## src/rtl/fpu_pkg.sv

```systemverilog
`default_nettype none
// ---------------------------------------------------------------------------
// fpu_pkg : shared single-precision constants, class bit indices, FSM states
// Rev 1.0
// ---------------------------------------------------------------------------
package fpu_pkg;

    localparam int CLS_W    = 6;
    localparam int CLS_ZERO = 0;
    localparam int CLS_SUB  = 1;
    localparam int CLS_NORM = 2;
    localparam int CLS_INF  = 3;
    localparam int CLS_SNAN = 4;
    localparam int CLS_QNAN = 5;

    localparam logic [7:0]  BIAS       = 8'd127;
    localparam logic [31:0] CANON_QNAN = 32'h7FC00000;

    typedef enum logic [1:0] {
        IDLE   = 2'd0,
        DIVIDE = 2'd1,
        NORM   = 2'd2,
        DONE   = 2'd3
    } fdiv_state_e;

endpackage
`default_nettype wire

```

## src/rtl/fclass.sv

```systemverilog
`default_nettype none
// ---------------------------------------------------------------------------
// fclass : one-hot IEEE-754 single-precision operand classifier
// Rev 1.0
// ---------------------------------------------------------------------------
module fclass
    import fpu_pkg::*;
(
    input  logic [31:0]      op,
    output logic [CLS_W-1:0] cls
);

    always_comb begin
        cls = '0;
        if (op[30:23] == 8'h00) begin
            if (op[22:0] == 23'd0) cls[CLS_ZERO] = 1'b1;
            else                   cls[CLS_SUB]  = 1'b1;
        end else if (op[30:23] == 8'hFF) begin
            if (op[22:0] == 23'd0) cls[CLS_INF]  = 1'b1;
            else if (op[22])       cls[CLS_QNAN] = 1'b1;
            else                   cls[CLS_SNAN] = 1'b1;
        end else begin
            cls[CLS_NORM] = 1'b1;
        end
    end

endmodule
`default_nettype wire

```

## src/rtl/fdiv_iter.sv

```systemverilog
`default_nettype none
// ---------------------------------------------------------------------------
// fdiv_iter : iterative single-precision divider, restoring, round-to-zero
// Rev 1.0
// ---------------------------------------------------------------------------
module fdiv_iter
    import fpu_pkg::*;
#(
    parameter int ITER = 25
) (
    input  logic        clk_i,
    input  logic        reset_i,
    input  logic        fdivStart_i,
    input  logic [31:0] rs1_i,
    input  logic [31:0] rs2_i,
    output logic        fdivBusy_o,
    output logic        fdivDone_o,
    output logic [31:0] fdivOut_o
);

    localparam int                CNT_W       = $clog2(ITER);
    localparam logic [CNT_W-1:0]  CNT_LAST    = CNT_W'(ITER - 1);
    localparam logic signed [9:0] EXP_MAX     = $signed({2'b00, BIAS});
    localparam logic signed [9:0] EXP_MIN     = 10'sd1 - EXP_MAX;
    localparam logic signed [9:0] EXP_SUB_MIN = EXP_MIN - 10'sd23;

    fdiv_state_e state, state_next;

    logic [CLS_W-1:0] cls1, cls2;
    logic             sign_r;
    logic [7:0]       ea_r, eb_r;
    logic [24:0]      rem;
    logic [23:0]      dvs;
    logic [ITER-1:0]  quo;
    logic [CNT_W-1:0] cnt;
    logic [31:0]      out_r;

    fclass u_cls1 (.op(rs1_i), .cls(cls1));
    fclass u_cls2 (.op(rs2_i), .cls(cls2));

    logic        sign_in, zero1, zero2, inf1, inf2, is_special, accept;
    logic [31:0] special_res;

    // Subnormal operands are flushed: they classify the same as zero.
    assign sign_in    = rs1_i[31] ^ rs2_i[31];
    assign zero1      = cls1[CLS_ZERO] | cls1[CLS_SUB];
    assign zero2      = cls2[CLS_ZERO] | cls2[CLS_SUB];
    assign inf1       = cls1[CLS_INF];
    assign inf2       = cls2[CLS_INF];
    assign is_special = !(cls1[CLS_NORM] && cls2[CLS_NORM]);
    assign accept     = fdivStart_i && (state == IDLE || state == DONE);

    always_comb begin
        special_res = {sign_in, 31'd0};
        if (cls1[CLS_QNAN])                       special_res = rs1_i;
        else if (cls2[CLS_QNAN])                  special_res = rs2_i;
        else if (cls1[CLS_SNAN])                  special_res = rs1_i;
        else if (cls2[CLS_SNAN])                  special_res = rs2_i;
        else if ((zero1 && zero2) || (inf1 && inf2))
                                                  special_res = {sign_in, CANON_QNAN[30:0]};
        else if (inf1 || zero2)                   special_res = {sign_in, 8'hFF, 23'd0};
    end

    logic        ge;
    logic [24:0] rem_next;

    assign ge       = rem >= {1'b0, dvs};
    assign rem_next = ge ? ((rem - {1'b0, dvs}) << 1) : (rem << 1);

    logic               lead;
    logic [22:0]        mant, sub_frac;
    logic signed [9:0]  exp_diff, exp_n;
    logic [4:0]         sub_sh;
    logic [31:0]        packed_res;

    // Quotient lies in (0.5, 2): the leading one sits in the top or next bit.
    assign lead     = quo[ITER-1];
    assign mant     = lead ? quo[ITER-2 -: 23] : quo[ITER-3 -: 23];
    assign exp_diff = $signed({2'b00, ea_r}) - $signed({2'b00, eb_r});
    assign exp_n    = lead ? exp_diff : exp_diff - 10'sd1;
    assign sub_sh   = EXP_MIN[4:0] - exp_n[4:0];
    assign sub_frac = 23'({1'b1, mant} >> sub_sh);

    always_comb begin
        if (exp_n > EXP_MAX)           packed_res = {sign_r, 8'hFF, 23'd0};
        else if (exp_n >= EXP_MIN)     packed_res = {sign_r, exp_n[7:0] + BIAS, mant};
        else if (exp_n >= EXP_SUB_MIN) packed_res = {sign_r, 8'd0, sub_frac};
        else                           packed_res = {sign_r, 31'd0};
    end

    always_ff @(posedge clk_i or posedge reset_i) begin
        if (reset_i) state <= IDLE;
        else         state <= state_next;
    end

    always_comb begin
        state_next = state;
        fdivBusy_o = 1'b0;
        fdivDone_o = 1'b0;
        case (state)
            IDLE: begin
                if (fdivStart_i) state_next = is_special ? DONE : DIVIDE;
            end
            DIVIDE: begin
                fdivBusy_o = 1'b1;
                if (cnt == CNT_LAST) state_next = NORM;
            end
            NORM: begin
                fdivBusy_o = 1'b1;
                state_next = DONE;
            end
            DONE: begin
                fdivDone_o = 1'b1;
                if (fdivStart_i) state_next = is_special ? DONE : DIVIDE;
                else             state_next = IDLE;
            end
            default: state_next = IDLE;
        endcase
    end

    always_ff @(posedge clk_i or posedge reset_i) begin
        if (reset_i) begin
            sign_r <= 1'b0;
            ea_r   <= '0;
            eb_r   <= '0;
            rem    <= '0;
            dvs    <= '0;
            quo    <= '0;
            cnt    <= '0;
            out_r  <= '0;
        end else if (accept) begin
            sign_r <= sign_in;
            ea_r   <= rs1_i[30:23];
            eb_r   <= rs2_i[30:23];
            rem    <= {2'b01, rs1_i[22:0]};
            dvs    <= {1'b1, rs2_i[22:0]};
            quo    <= '0;
            cnt    <= '0;
            if (is_special) out_r <= special_res;
        end else if (state == DIVIDE) begin
            rem <= rem_next;
            quo <= {quo[ITER-2:0], ge};
            cnt <= cnt + 1'b1;
        end else if (state == NORM) begin
            out_r <= packed_res;
        end
    end

    assign fdivOut_o = out_r;

endmodule
`default_nettype wire
```

## config.mk

```make
export PLATFORM = sky130hd
export DESIGN_NAME = fdiv_iter
export DESIGN_NICKNAME = d
export VERILOG_FILES = /design/src/rtl/fpu_pkg.sv /design/src/rtl/fclass.sv /design/src/rtl/fdiv_iter.sv
export SDC_FILE = /design/constraint.sdc
export NUM_CORES = 1
export LEC_CHECK = 0
export ABC_CLOCK_PERIOD_IN_PS = 4200
export BUFFER_PORTS_ARGS = -buffer_cell sky130_fd_sc_hd__buf_4
export CAP_MARGIN = 5
export CORE_MARGIN = 3
export CORE_UTILIZATION = 36
export CTS_CLUSTER_SIZE = 40
export DETAILED_ROUTE_END_ITERATION = 12
export HOLD_SLACK_MARGIN = 0.1
export PLACE_DENSITY = 0.58
export SKIP_LAST_GASP = 1
export SYNTH_ARGS = -nofsm -noshare
export SYNTH_HDL_FRONTEND = slang
export SYNTH_SLANG_ARGS = --single-unit
```

## constraint.sdc

```tcl
create_clock -name clk_i -period 4.2 [get_ports clk_i]
set_input_delay 1.05 -clock clk_i [delete_from_list [all_inputs] [get_ports clk_i]]
set_output_delay 1.05 -clock clk_i [all_outputs]
set_load 0.005 [all_outputs]
```

==> results.txt <==
The top fanout value on the critical path is 8. The total wirelength of the detailed-routed design came out at 31.2 mm. The worst hold slack came out at 0.451 ns.

The maximum number of buffers from clock root to sink came out at 2. In this run the tightest slew margin relative to its limit is 0.393. The count of boundary I/O pins came out at 101. The critical path data required time is 4.52 ns.

Port buffering added 100 buffers. The floorplan core area came out at 27,300 µm². Timing would allow up to 0.263 GHz. The global-route wire length before repair came out at 50.2 mm.

The number of synthesized flops with an enable pin came out at 0. Subtracting the final worst setup slack from the clock period gives 3.80 ns. The number of setup violations in the final report is 0.

The setup path with the least slack is of type flop to flop. The number of max-cap violations came out at 0. For this block, the via count after detailed routing is 9,338. The die covers 30,200 µm². STA classifies the critical path startpoint as a flop. The number of distinct standard cells referenced by the synthesized netlist came out at 78.

The synthesized flop and latch total is 130. The die boundary height is 174 µm. The later pin in the worst-skew pair is clocked with a latency of 0.44 ns. The cell type of the slowest stage on the worst timing path is sky130_fd_sc_hd__o21bai_1. The sum of overflow across all layers after global routing came out at 0.

Among all flip-flop cells after synthesis, the most frequent one is sky130_fd_sc_hd__dfrtp_1. The share of post-route cells with drive strength above 1 came out at 0.171. The actual transition at the worst max-transition pin is 0.911 ns. The cell count after synthesis came out at 1,203.

Dividing the final minimum period by the clock period gives 0.906. The final hold violation count came to 0. The placer congestion estimate is 0.911.

Data arrives at the worst endpoint at 4.13 ns. The share of the Yosys chip area taken by registers is 0.321. After detailed routing, the number of remaining DRC violations is 0. The setup slack of the critical path after layout is 0.396 ns.

Dividing the detail-routed wire length by the instance count gives 18.7 µm. The buffer count from post-CTS setup fixing came out at 0. The cell chosen for the clock root is sky130_fd_sc_hd__clkbuf_16.

At the placement stage, the worst setup path has a slack of 0.315 ns. The cell occurring most often along the worst timing path is sky130_fd_sc_hd__ha_1. The global-route usage over all layers is 0.206. The top cell types in the final layout, fill and taps aside, are 142 x sky130_fd_sc_hd__nor2_1, 130 x sky130_fd_sc_hd__buf_4, 129 x sky130_fd_sc_hd__dfrtp_1. The final standard cell area without fillers came out at 12,000 µm².

After legalization and detailed placement, the total HPWL measured 23.0 mm. The delay of the slowest cell on the worst path came out at 0.55 ns. Entering global routing, the biggest net connects 120 pins. The placed instances occupy a cell area of 11,400 µm².

The tightest min-delay check is of the flop to flop type. Clock tree synthesis found a total of 130 sinks. The worst setup path is captured at a flop. The number of DRC markers in iteration 0 is 828.

The critical path goes through ha_1, xnor2_1, inv_1, ha_1, nand2b_4, or4_4, o221a_2, a221o_1, nor2_4, nand3b_1, nor3_1, o21bai_1, o2111ai_1, o22a_1. The setup TNS came out at 0 ns. The area growth from synthesis to layout is 18.4%.

The fraction of registers with async set/reset came out at 1.00. The quantity of hold-fixing buffers added after cts is 0. In the final design database the tool counted 1,397 nets. The deepest level of the CTS H-tree came out at 4. The total number of yosys warnings is 0.

The starting density of the core is 0.371. The total clock buffers created by CTS is 17. Setup repair after global routing left no endpoint under its margin. After clock tree synthesis, the clock-pin slew on the worst setup and hold paths is 0.06 ns. The library cell used most frequently in the layout, excluding fill and tap cells, is sky130_fd_sc_hd__nor2_1.

The final max-slew violation count came out at 0. The via count of the first global-routing pass came out at 9,065. The floorplan has 60 rows. The pre-antenna-repair detailed-routing pass consisted of 5 iterations.

After clock tree synthesis, the repair step resized 0 gates. The floorplan die width is 174 µm. The average cell area after synthesis came out at 8.43 µm². The run finished with clean final reports. Dividing the detail-routed via count by the number of cells gives 5.60. The area of the mapped netlist came out at 10,100 µm².

The worst clock skew is 0.0151 ns. The number of antenna violations at the first check in global routing came out at 1. The synthesized netlist net count is 1,316. Once detail routing completed, the nets flagged for antenna violations numbered 0. The clock tree from TritonCTS is done.
-- registers in the layout, indices dropped and copies added (netlist names) --
signal,cells
sign_r,1
dvs,24
fdivOut_o,32
state,2
rem,25
eb_r,8
cnt,5
quo,25
ea_r,8
-- worst max-delay path, delay by kind of cell (launching register included) --
kind | cells | cell delay (ns)
DFF | 1 | 0.38
xor gates and xnor gates | 1 | 0.15
and+or+nand+nor | 5 | 0.98
adders and majority gates | 2 | 0.53
AOI/OAI and AO/OA | 5 | 1.58
buffers and inverters | 1 | 0.06
-- cell usage after synthesis (7+ instances only) --
cell | n | area, µm²
sky130_fd_sc_hd__nor2b_1 | 12 | 75.1
sky130_fd_sc_hd__o21ai_0 | 87 | 435
sky130_fd_sc_hd__nand3_1 | 14 | 70.1
sky130_fd_sc_hd__mux2_2 | 22 | 248
sky130_fd_sc_hd__o31ai_1 | 7 | 52.6
sky130_fd_sc_hd__clkbuf_1 | 49 | 184
sky130_fd_sc_hd__mux2i_1 | 103 | 1030
sky130_fd_sc_hd__nand2_1 | 120 | 450
sky130_fd_sc_hd__nand4_1 | 13 | 81.3
sky130_fd_sc_hd__a21oi_1 | 99 | 495
sky130_fd_sc_hd__nand3b_1 | 7 | 52.6
sky130_fd_sc_hd__nor3_1 | 20 | 100
sky130_fd_sc_hd__nor3b_1 | 19 | 143
sky130_fd_sc_hd__ha_1 | 45 | 563
sky130_fd_sc_hd__nor4_1 | 17 | 106
sky130_fd_sc_hd__o22a_1 | 7 | 61.3
sky130_fd_sc_hd__dfrtp_1 | 130 | 3250
sky130_fd_sc_hd__a21o_1 | 17 | 128
sky130_fd_sc_hd__nand2b_1 | 9 | 56.3
sky130_fd_sc_hd__o211ai_1 | 10 | 75.1
sky130_fd_sc_hd__nor2_1 | 142 | 533
sky130_fd_sc_hd__buf_1 | 12 | 45.0
sky130_fd_sc_hd__xor2_1 | 13 | 114
sky130_fd_sc_hd__a221o_1 | 14 | 140
sky130_fd_sc_hd__a22oi_1 | 7 | 52.6
sky130_fd_sc_hd__a31oi_1 | 10 | 62.6
sky130_fd_sc_hd__o21a_1 | 9 | 67.6
sky130_fd_sc_hd__a221oi_1 | 21 | 184
sky130_fd_sc_hd__inv_1 | 52 | 195
sky130_fd_sc_hd__xnor2_1 | 24 | 210
-- routing by layer --
layer,vias to the layer above,share of wire,GRT usage
met1,4566,0.48,0.289
met4,0,0.020,0.0580
met2,232,0.45,0.321
met3,40,0.050,0.0407
li1,4500,-,-
met5,-,0,0
-- worst paths after layout --
path	to	depth (start not counted)	start	slack, ns
min in group asynchronous	cnt[2]	2	reset_i	0.71
min	dvs[23]	2	dvs[23]	0.45
min reg2reg	dvs[23]	2	dvs[23]	0.45
max in group asynchronous	fdivOut_o[28]	3	reset_i	2.70
max reg2reg	fdivOut_o[0]	14	ea_r[1]	0.40
max	fdivOut_o[0]	14	ea_r[1]	0.40
-- final cells by class --
| class | count | area [µm²] |
|---|---|---|
| fill | 2815 | 15300 |
| multi-input combinational | 950 | 6430 |
| sequential | 130 | 3250 |
| timing repair buffer | 133 | 1040 |
| tap | 372 | 465 |
| clock buffer | 18 | 439 |
| inverter | 52 | 199 |
| clock inverter | 12 | 181 |
| antenna | 1 | 2.50 |
-- cells by family after synthesis --
kind of cell               Yosys count  synth area share
AOI/OAI and AO/OA                  333             0.219
xor gates and xnor gates            40            0.0387
adders and majority gates           46            0.0575
buffers and inverters              123            0.0481
DFF                                130             0.321
muxes                              125             0.126
and+or+nand+nor                    406             0.190
-- stage by stage --
stage / util / std cells
4_1_cts: 0.439 / 1667
2_1_floorplan: - / 1203
3_3_place_gp: 0.416 / 1637
6_report: 0.439 / 1668
3_5_place_dp: 0.416 / 1637
5_1_grt: 0.439 / 1668
Power is left out: the tool's default activity adds up to more than one toggle a clock period on the data nets, which glitch-free logic cannot reach.
